<file path="src/rtl/snake_pkg.sv">
// Shared playfield geometry and FSM state encoding for the snake game blocks.
package snake_pkg;

  localparam int unsigned WIDTH           = 32;
  localparam int unsigned HEIGHT          = 24;
  localparam int unsigned CELLS           = WIDTH * HEIGHT;
  localparam int unsigned NUM_LEN         = 10;
  localparam int unsigned MAX_LEN         = 16;
  localparam int unsigned MAX_LEN_BIT_LEN = 4;

  typedef enum logic [1:0] {
    IDLE,
    DRAW,
    CHECK,
    COMMIT
  } state_t;

endpackage

</file>
<file path="src/rtl/food_spawner_lfsr10.sv">
// 10-bit Fibonacci LFSR, polynomial x^10 + x^7 + 1, with load-on-reset seed.
module lfsr10 #(
  parameter logic [9:0] SEED = 10'h2A5
) (
  input  logic       clk,
  input  logic       rst,
  input  logic       en,
  output logic [9:0] q
);

  // Shift left, feeding back taps 10 and 7; a nonzero seed never reaches zero.
  always_ff @(posedge clk) begin
    if (rst) begin
      q <= SEED;
    end else if (en) begin
      q <= {q[8:0], q[9] ^ q[6]};
    end
  end

endmodule

</file>
<file path="src/rtl/food_spawner.sv">
// Searches for a new food cell inside the playfield that avoids the snake
// body, the other player's food and the old food; random draws first, then
// a linear scan once the try budget is spent.
module food_spawner #(
  parameter int unsigned WIDTH           = snake_pkg::WIDTH,
  parameter int unsigned HEIGHT          = snake_pkg::HEIGHT,
  parameter int unsigned NUM_LEN         = snake_pkg::NUM_LEN,
  parameter int unsigned MAX_LEN         = snake_pkg::MAX_LEN,
  parameter int unsigned MAX_LEN_BIT_LEN = snake_pkg::MAX_LEN_BIT_LEN,
  parameter int unsigned MAX_TRIES       = 32,
  parameter logic [9:0]  SEED            = 10'h2A5,
  parameter int unsigned FOOD_INIT       = 100
) (
  input  logic                         clk,
  input  logic                         rst,
  input  logic                         req,
  input  logic [MAX_LEN*NUM_LEN-1:0]   snake_body,
  input  logic [MAX_LEN_BIT_LEN:0]     snake_len,
  input  logic [NUM_LEN-1:0]           other_food,
  output logic [NUM_LEN-1:0]           food,
  output logic                         busy,
  output logic                         done
);
  import snake_pkg::*;

  localparam int unsigned             CELLS   = WIDTH * HEIGHT;
  localparam logic [NUM_LEN:0]        CELLS_W = (NUM_LEN+1)'(CELLS);
  localparam int unsigned             TRY_W   = $clog2(MAX_TRIES) + 1;
  localparam logic [TRY_W-1:0]        TRY_LIM = TRY_W'(MAX_TRIES);
  localparam logic [TRY_W-1:0]        TRY_SAT = '1;
  localparam logic [MAX_LEN_BIT_LEN:0] LEN_MAX = (MAX_LEN_BIT_LEN+1)'(MAX_LEN);

  state_t                       state_q, state_d;
  logic [MAX_LEN*NUM_LEN-1:0]   body_q, body_d;
  logic [MAX_LEN_BIT_LEN:0]     len_q, len_d;
  logic [NUM_LEN-1:0]           other_q, other_d;
  logic [NUM_LEN-1:0]           old_q, old_d;
  logic [NUM_LEN-1:0]           cand_q, cand_d;
  logic [TRY_W-1:0]             try_q, try_d;
  logic                         fb_q, fb_d;
  logic [MAX_LEN_BIT_LEN-1:0]   seg_q, seg_d;
  logic [NUM_LEN-1:0]           food_q, food_d;
  logic                         busy_q, busy_d;
  logic                         done_pend_q, done_pend_d;
  logic                         done_q;

  logic [9:0]                   lfsr_q;
  logic [NUM_LEN:0]             cand_sum;
  logic [NUM_LEN-1:0]           cand_next_lin;
  logic [NUM_LEN-1:0]           draw_cand;
  logic                         draw_bad;
  logic [NUM_LEN-1:0]           seg_val;
  logic                         seg_last;
  logic [TRY_W-1:0]             try_inc;

  lfsr10 #(
    .SEED(SEED)
  ) u_lfsr (
    .clk(clk),
    .rst(rst),
    .en (1'b1),
    .q  (lfsr_q)
  );

  // Next-state, candidate generation and per-segment collision check.
  always_comb begin
    state_d     = state_q;
    body_d      = body_q;
    len_d       = len_q;
    other_d     = other_q;
    old_d       = old_q;
    cand_d      = cand_q;
    try_d       = try_q;
    fb_d        = fb_q;
    seg_d       = seg_q;
    food_d      = food_q;
    busy_d      = busy_q;
    done_pend_d = 1'b0;

    cand_sum      = {1'b0, cand_q} + 1'b1;
    cand_next_lin = (cand_sum >= CELLS_W) ? '0 : cand_sum[NUM_LEN-1:0];
    draw_cand     = fb_q ? cand_next_lin : NUM_LEN'(lfsr_q);
    draw_bad      = (!fb_q && ({1'b0, draw_cand} >= CELLS_W)) ||
                    (draw_cand == other_q) || (draw_cand == old_q);
    seg_val       = body_q[int'(seg_q)*NUM_LEN +: NUM_LEN];
    seg_last      = ({1'b0, seg_q} == (len_q - 1'b1));
    try_inc       = (try_q == TRY_SAT) ? try_q : try_q + 1'b1;

    unique case (state_q)
      IDLE: begin
        if (req) begin
          body_d  = snake_body;
          len_d   = (snake_len > LEN_MAX) ? LEN_MAX : snake_len;
          other_d = other_food;
          old_d   = food_q;
          busy_d  = 1'b1;
          try_d   = '0;
          fb_d    = 1'b0;
          state_d = DRAW;
        end
      end
      DRAW: begin
        // Rejected candidates are still kept: the linear scan continues from them.
        cand_d = draw_cand;
        if (draw_bad) begin
          try_d = try_inc;
          fb_d  = fb_q | (try_inc >= TRY_LIM);
        end else if (len_q == '0) begin
          state_d = COMMIT;
        end else begin
          seg_d   = '0;
          state_d = CHECK;
        end
      end
      CHECK: begin
        if (seg_val == cand_q) begin
          try_d   = try_inc;
          fb_d    = fb_q | (try_inc >= TRY_LIM);
          state_d = DRAW;
        end else if (seg_last) begin
          state_d = COMMIT;
        end else begin
          seg_d = seg_q + 1'b1;
        end
      end
      COMMIT: begin
        food_d      = cand_q;
        busy_d      = 1'b0;
        done_pend_d = 1'b1;
        state_d     = IDLE;
      end
      default: state_d = IDLE;
    endcase
  end

  // State and datapath registers; done trails the food update by one cycle.
  always_ff @(posedge clk) begin
    if (rst) begin
      state_q     <= IDLE;
      body_q      <= '0;
      len_q       <= '0;
      other_q     <= '0;
      old_q       <= '0;
      cand_q      <= '0;
      try_q       <= '0;
      fb_q        <= 1'b0;
      seg_q       <= '0;
      food_q      <= NUM_LEN'(FOOD_INIT);
      busy_q      <= 1'b0;
      done_pend_q <= 1'b0;
      done_q      <= 1'b0;
    end else begin
      state_q     <= state_d;
      body_q      <= body_d;
      len_q       <= len_d;
      other_q     <= other_d;
      old_q       <= old_d;
      cand_q      <= cand_d;
      try_q       <= try_d;
      fb_q        <= fb_d;
      seg_q       <= seg_d;
      food_q      <= food_d;
      busy_q      <= busy_d;
      done_pend_q <= done_pend_d;
      done_q      <= done_pend_q;
    end
  end

  assign food = food_q;
  assign busy = busy_q;
  assign done = done_q;

endmodule
</file>
<file path="config.mk">
export PLATFORM = sky130hd
export DESIGN_NAME = food_spawner
export DESIGN_NICKNAME = d
export VERILOG_FILES = /design/src/rtl/snake_pkg.sv /design/src/rtl/food_spawner_lfsr10.sv /design/src/rtl/food_spawner.sv
export SDC_FILE = /design/constraint.sdc
export NUM_CORES = 1
export LEC_CHECK = 0
export CAP_MARGIN = 25
export CORE_MARGIN = 2
export CORE_UTILIZATION = 48
export CTS_CLUSTER_SIZE = 28
export DETAILED_ROUTE_END_ITERATION = 16
export GPL_TIMING_DRIVEN = 0
export PLACE_DENSITY = 0.83
export RECOVER_POWER = 50
export SETUP_SLACK_MARGIN = 0.4
export SYNTH_ARGS = -nofsm -noshare
export SYNTH_HDL_FRONTEND = slang
export SYNTH_SLANG_ARGS = --single-unit
</file>
<file path="constraint.sdc">
create_clock -name clk -period 3.2 [get_ports clk]
set_clock_uncertainty 0.1 [all_clocks]
set_input_delay 0.64 -clock clk [delete_from_list [all_inputs] [get_ports clk]]
set_output_delay 0.64 -clock clk [all_outputs]
set_load 0.05 [all_outputs]
</file>
# [Yosys cells after proc, flatten, opt, wreduce, memory -nomap -nowiden]
# Index checks and enable logic that the tools add are counted.
[totals] ff_bits=231 input_bits=178 output_inout_bits=12 elab_cells=82
[classes] n_addsub=4 mul=1 order_cmp=4 eq_ne=16 shift=1 n_mux=26 bitwise_logic=2 n_reduce_logical=14
[ops] op="160-bit by 9-bit variable part select with 10-bit output" count=1
[ops] op="10-bit == test" count=3
[ops] op="6-bit two-way mux" count=4
[ops] op="10-bit two-way mux" count=2
[ops] op="6-bit case mux with 3 select lines" count=1
[ops] op="4-bit two-way mux" count=4
[ops] op="2-bit != test (second input constant)" count=7
[ops] op="10-bit by 1-bit adder with 11-bit output (second input constant)" count=1
[ops] op="11-bit by 10-bit greater-or-equal comparator with 1-bit output (second input constant)" count=1
[ops] op="10-bit greater-or-equal comparator (second input constant)" count=1
[ops] op="2-bit two-way mux" count=4
[ops] op="2-bit case mux with 4 select lines" count=1
[ops] op="4-bit case mux with 2 select lines" count=1
[ops] op="4-bit by 3-bit multiplier with 7-bit output (second input constant)" count=1
[ops] op="6-bit by 1-bit adder with 6-bit output (second input constant)" count=1
[ops] op="6-bit == test (second input constant)" count=1
[ops] op="6-bit greater-or-equal comparator (second input constant)" count=1
[ops] op="1-bit two-way mux" count=6
[ops] op="4-bit by 5-bit == test with 1-bit output" count=1
[ops] op="5-bit > comparator (second input constant)" count=1
[ops] op="5-bit zero test" count=1
[ops] op="5-bit two-way mux" count=1
[ops] op="5-bit AND reduction" count=1
[ops] op="5-bit by 1-bit subtractor with 5-bit output (second input constant)" count=1
[ops] op="17 further kinds" count=21

# [Longest topological paths before layout]
[logic_depth] depth_word=10 mapped_depth=14 mapped_depth_nobuf=11

# [By module]
# Synthesis repeated with hierarchy kept, for this count alone.
[unflattened] cells_unflattened=1326 hier_area_um2=10891.7
[modules_own_cells] module="food_spawner" instances=1 cells_per_inst=1293 area_per_inst_um2=10532.6 seq_area_each_um2=4424.2
[modules_own_cells] module="lfsr10" instances=1 cells_per_inst=33 area_per_inst_um2=359.1 seq_area_each_um2=200.2

# [Least setup slack after synthesis]
# OpenSTA, ideal clock, no wires.
[synth_path] path_kind="register to register" start="register seg_q[1]" end="register seg_q[3]" setup_ns=0.059 t_arrival_ns=3.047 required_time_ns=3.041 setup_slack_ns=-0.006 path_stages_with_launch=13 path_buffers=2 period_less_slack_ns=3.206 cell_sequence="dfxtp_1 buf_6 mux4_2 mux4_2 xor2_1 a31oi_1 nand4_1 o311ai_2 o21ai_1 and2_1 buf_6 a311o_1 nand2_1"
[synth_via] elab_chain_cells=5 word_cells_on_any_way=11 classes_between="1 x add/sub; 1 x mul; 4 x eq/ne; 1 x shift; 3 x mux; 1 x reduce/logical"
[synth_rtl] element="from (decl)" line="food_spawner.sv:41" rtl="logic [MAX_LEN_BIT_LEN-1:0] seg_q, seg_d;"
[synth_rtl] element="from (signal assigned)" line="food_spawner.sv:161" rtl="seg_q <= seg_d;"
[synth_rtl] element="4-bit by 3-bit multiplier with 7-bit output" line="food_spawner.sv:85" rtl="seg_val = body_q[int'(seg_q)*NUM_LEN +: NUM_LEN];"
[synth_rtl] element="160-bit by 9-bit variable part select with 10-bit output" line="food_spawner.sv:85"
[synth_rtl] element="10-bit == test" line="food_spawner.sv:116" rtl="if (seg_val == cand_q) begin"
[synth_rtl] element="2-bit != test (no line)"
[synth_rtl] element="5-bit AND reduction (no line)"
# Parallel ways exist; a longest one is shown, timed or not. The select of a mux whose other input is x is not followed.
# A chain may end at the register's enable or synchronous reset.

# [Worst setup path in the final report]
[layout_path] start="register seg_q[1]" end="register seg_q[2]"
# The elaborated chain is that of the path after synthesis.

==> flow_metrics.tcl <==
set metrics [dict create \
    vias_per_cell 5.88 \
    drt_iter0_drc 1020 \
    antenna_found_initial 0 \
    hp-class "reg2reg" \
    dp_hpwl_um 27400 \
    grt_pass1_wl_um 58800 \
    finalSetupViolations 13 \
    crit_type "reg2reg" \
    tightestPinTransition_ns 0.805 \
    synth_area_leader_cell "dfxtp_1" \
    yosysMostFrequentCell "nand2_1" \
    max_freq_ghz 0.295 \
    synth_fp_nets 1500 \
    ys_top_cells_by_area "dfxtp_1, nand2_1, a21oi_1, mux4_2, mux2i_1" \
    cts_buffer_depth 3 \
    netlist_area_um2 11000 \
    ys_async_sr_fraction 0 \
    yosysTopAreaCellShare 0.422 \
    leakage_nw 5.26 \
    reg2reg_setup_slack_ns -0.19 \
    place.port_buffers 188 \
    hold-worst-slack_ns 0.337 \
    drv_cap 0 \
    dr.pass1.iters 7 \
    cts_root_buf "clkbuf_16" \
    core_um2 22500 \
    violations "setup timing" \
    slew_viol_final 0 \
    gp_congestion 0.958 \
    hold_depth 1 \
    cp.arrival_ns 3.76 \
    r2r_start "seg_q[1]" \
    wirelength_um 38100 \
    clk_latency_ns 0.55 \
    netlist_instances 1314 \
    synth_common_cells "nand2_1, dfxtp_1, a21oi_1" \
    gr-usage-all-layers 0.312 \
    critPathMaxFanout 8 \
    initial_core_util 0.487 \
    grt_max_degree 14 \
    power_density_nw_per_um2 658 \
    reg2reg_depth 13 \
    synth_flop_cell "dfxtp_1" \
    n_antenna_cell 0 \
    worst_slack_ns -0.194 \
    die-area_um2 24000 \
    status "complete, but fails checks" \
    worstReg2RegEnd "seg_q[2]" \
    startpoint "seg_q[1]" \
    ant_nets 0 \
    hold_violations 0 \
    fin_setup_tns_ns -1.56 \
    end_kind "register" \
    cts_buffers 25 \
    startpoint_type "register" \
    cts_tree "built" \
    ys_warn_count 0 \
    relSlewSlack 0.463 \
    cp.required_ns 3.57 \
    peakVddDrop_mv 0.368 \
    rsz0062_at_grt "true" \
    clk_pin_slew_ns 0.06 \
    post-route-util 0.653 \
    period_share 1.06 \
    routedWlPerCell_um 20.6 \
    die_w_um 155 \
    die_height_um 155 \
    grt_remaining_overflow 0 \
    whs_endpoint "done" \
    num-fill-cells 1748 \
    grt_pass1_vias 10800 \
    clock_sinks 231 \
    syn2layout_area_growth_pct 34.2 \
    drc 0 \
    hp-start "done_pend_q" \
    io_pins 190 \
    synth_area_per_cell_um2 8.34 \
    yosysSeqAreaShare 0.422 \
    synthDistinctLibCells 74 \
    synth-seq-cells 231 \
    synth_edf_count 0 \
    rows 55 \
    cts_max_level 1 \
    vias 10900 \
    final_net_count 1737 \
    period_needed_ns 3.39 \
    drive_gt1_frac 0.136 \
]
==> layout by cell type (no fill, tap or decap), drive strengths merged, types with 11 or more instances in the layout <==
cell type	instances
o21ai	23
xnor2	23
dlygate4sd3	12
a211oi	12
clkdlybuf4s50	176
a21oi	203
mux2i	30
mux4	41
nand2b	11
nand3	17
clkbuf	118
o22ai	12
inv	21
nor2	37
nand2	390
buf	46
dfxtp	231
==> timing repair <==
action	4_1_cts	5_1_grt
pin swaps	22	11
gates cloned	2	0
hold buffers	0	0
setup buffers	19	1
gates resized for setup	53	51
setup endpoints to repair	13	68
==> how the worst max path moves through the flow <==
stage | slack (ns) | endpoint | depth (start not counted)
floorplan | 0.16 | seg_q[3] | 12
global placement | -0.58 | try_q[5] | 11
detailed placement | -0.61 | try_q[5] | 13
CTS | -0.1 | seg_q[3] | 13
global route | -0.26 | try_q[4] | 12
finish | -0.19 | seg_q[2] | 13
==> metal layers <==
metal / up-vias / wire length [µm] / global-route usage
met5: - / 0 / 0
met4: 0 / 2100 / 0.156
met3: 140 / 3340 / 0.0571
met2: 616 / 17800 / 0.517
met1: 5142 / 14900 / 0.391
li1: 5010 / - / -
==> sequential cells by signal, summed over array words and instances, names as in the netlist <==
register     count
body_q         160
food            10
state_q          2
try_q            6
busy             1
cand_q          10
seg_q            4
other_q         10
len_q            5
done             1
done_pend_q      1
old_q           10
u_lfsr.q        10
fb_q             1
==> worst max-delay path, cell delays in order, from the launching register on <==
cell	delay, ns
dfxtp_4	0.39
buf_12	0.12
mux4_2	0.51
mux4_2	0.49
xor2_1	0.15
a31oi_1	0.16
nand4_1	0.19
buf_4	0.20
o311ai_4	0.24
o21ai_1	0.12
and2_4	0.16
buf_6	0.13
a31o_1	0.23
a21oi_2	0.12
==> metrics by stage <==
step           std cells  area, µm²  setup slack, ns  total power, mW
6_report            1855      14700           -0.194             9.67
5_1_grt             1855      14700           -0.256             10.0
4_1_cts             1854      14500          -0.0996             9.48
3_5_place_dp        1787      13300           -0.609             6.33
3_3_place_gp        1787      13300           -0.578             6.25
2_1_floorplan       1314      11100            0.163             5.35
==> area by class of cell <==
| cell class | instances | area (µm²) | share of cell area |
|---|---|---|---|
| inverters | 21 | 80.1 | 0.00545 |
| flip-flops and latches | 231 | 4630 | 0.315 |
| clock inverters | 11 | 104 | 0.00707 |
| multi-input cells | 955 | 6110 | 0.415 |
| plain buffers | 107 | 599 | 0.0408 |
| well taps | 285 | 357 | 0.0243 |
| repair buffers | 210 | 2080 | 0.142 |
| clock buffers | 35 | 733 | 0.0499 |
==> power breakdown <==
| group | switching [mW] | internal (mW) |
|---|---|---|
| registers | 0.311 | 3.29 |
| logic | 1.84 | 1.30 |
| clock network | 1.24 | 1.69 |
| total | 3.39 | 6.28 |
==> cells by family (layout without fill, tap and decap cells) <==
group,Yosys count,after routing,share of synthesized area
AOI/OAI and AO/OA,317,317,0.174
xor gates and xnor gates,30,30,0.0240
adders and majority gates,8,8,0.00914
buffers and inverters,128,384,0.0506
DFF,231,231,0.422
muxes,73,73,0.114
and+or+nand+nor,527,527,0.206
(Power assumes the default switching activity.)
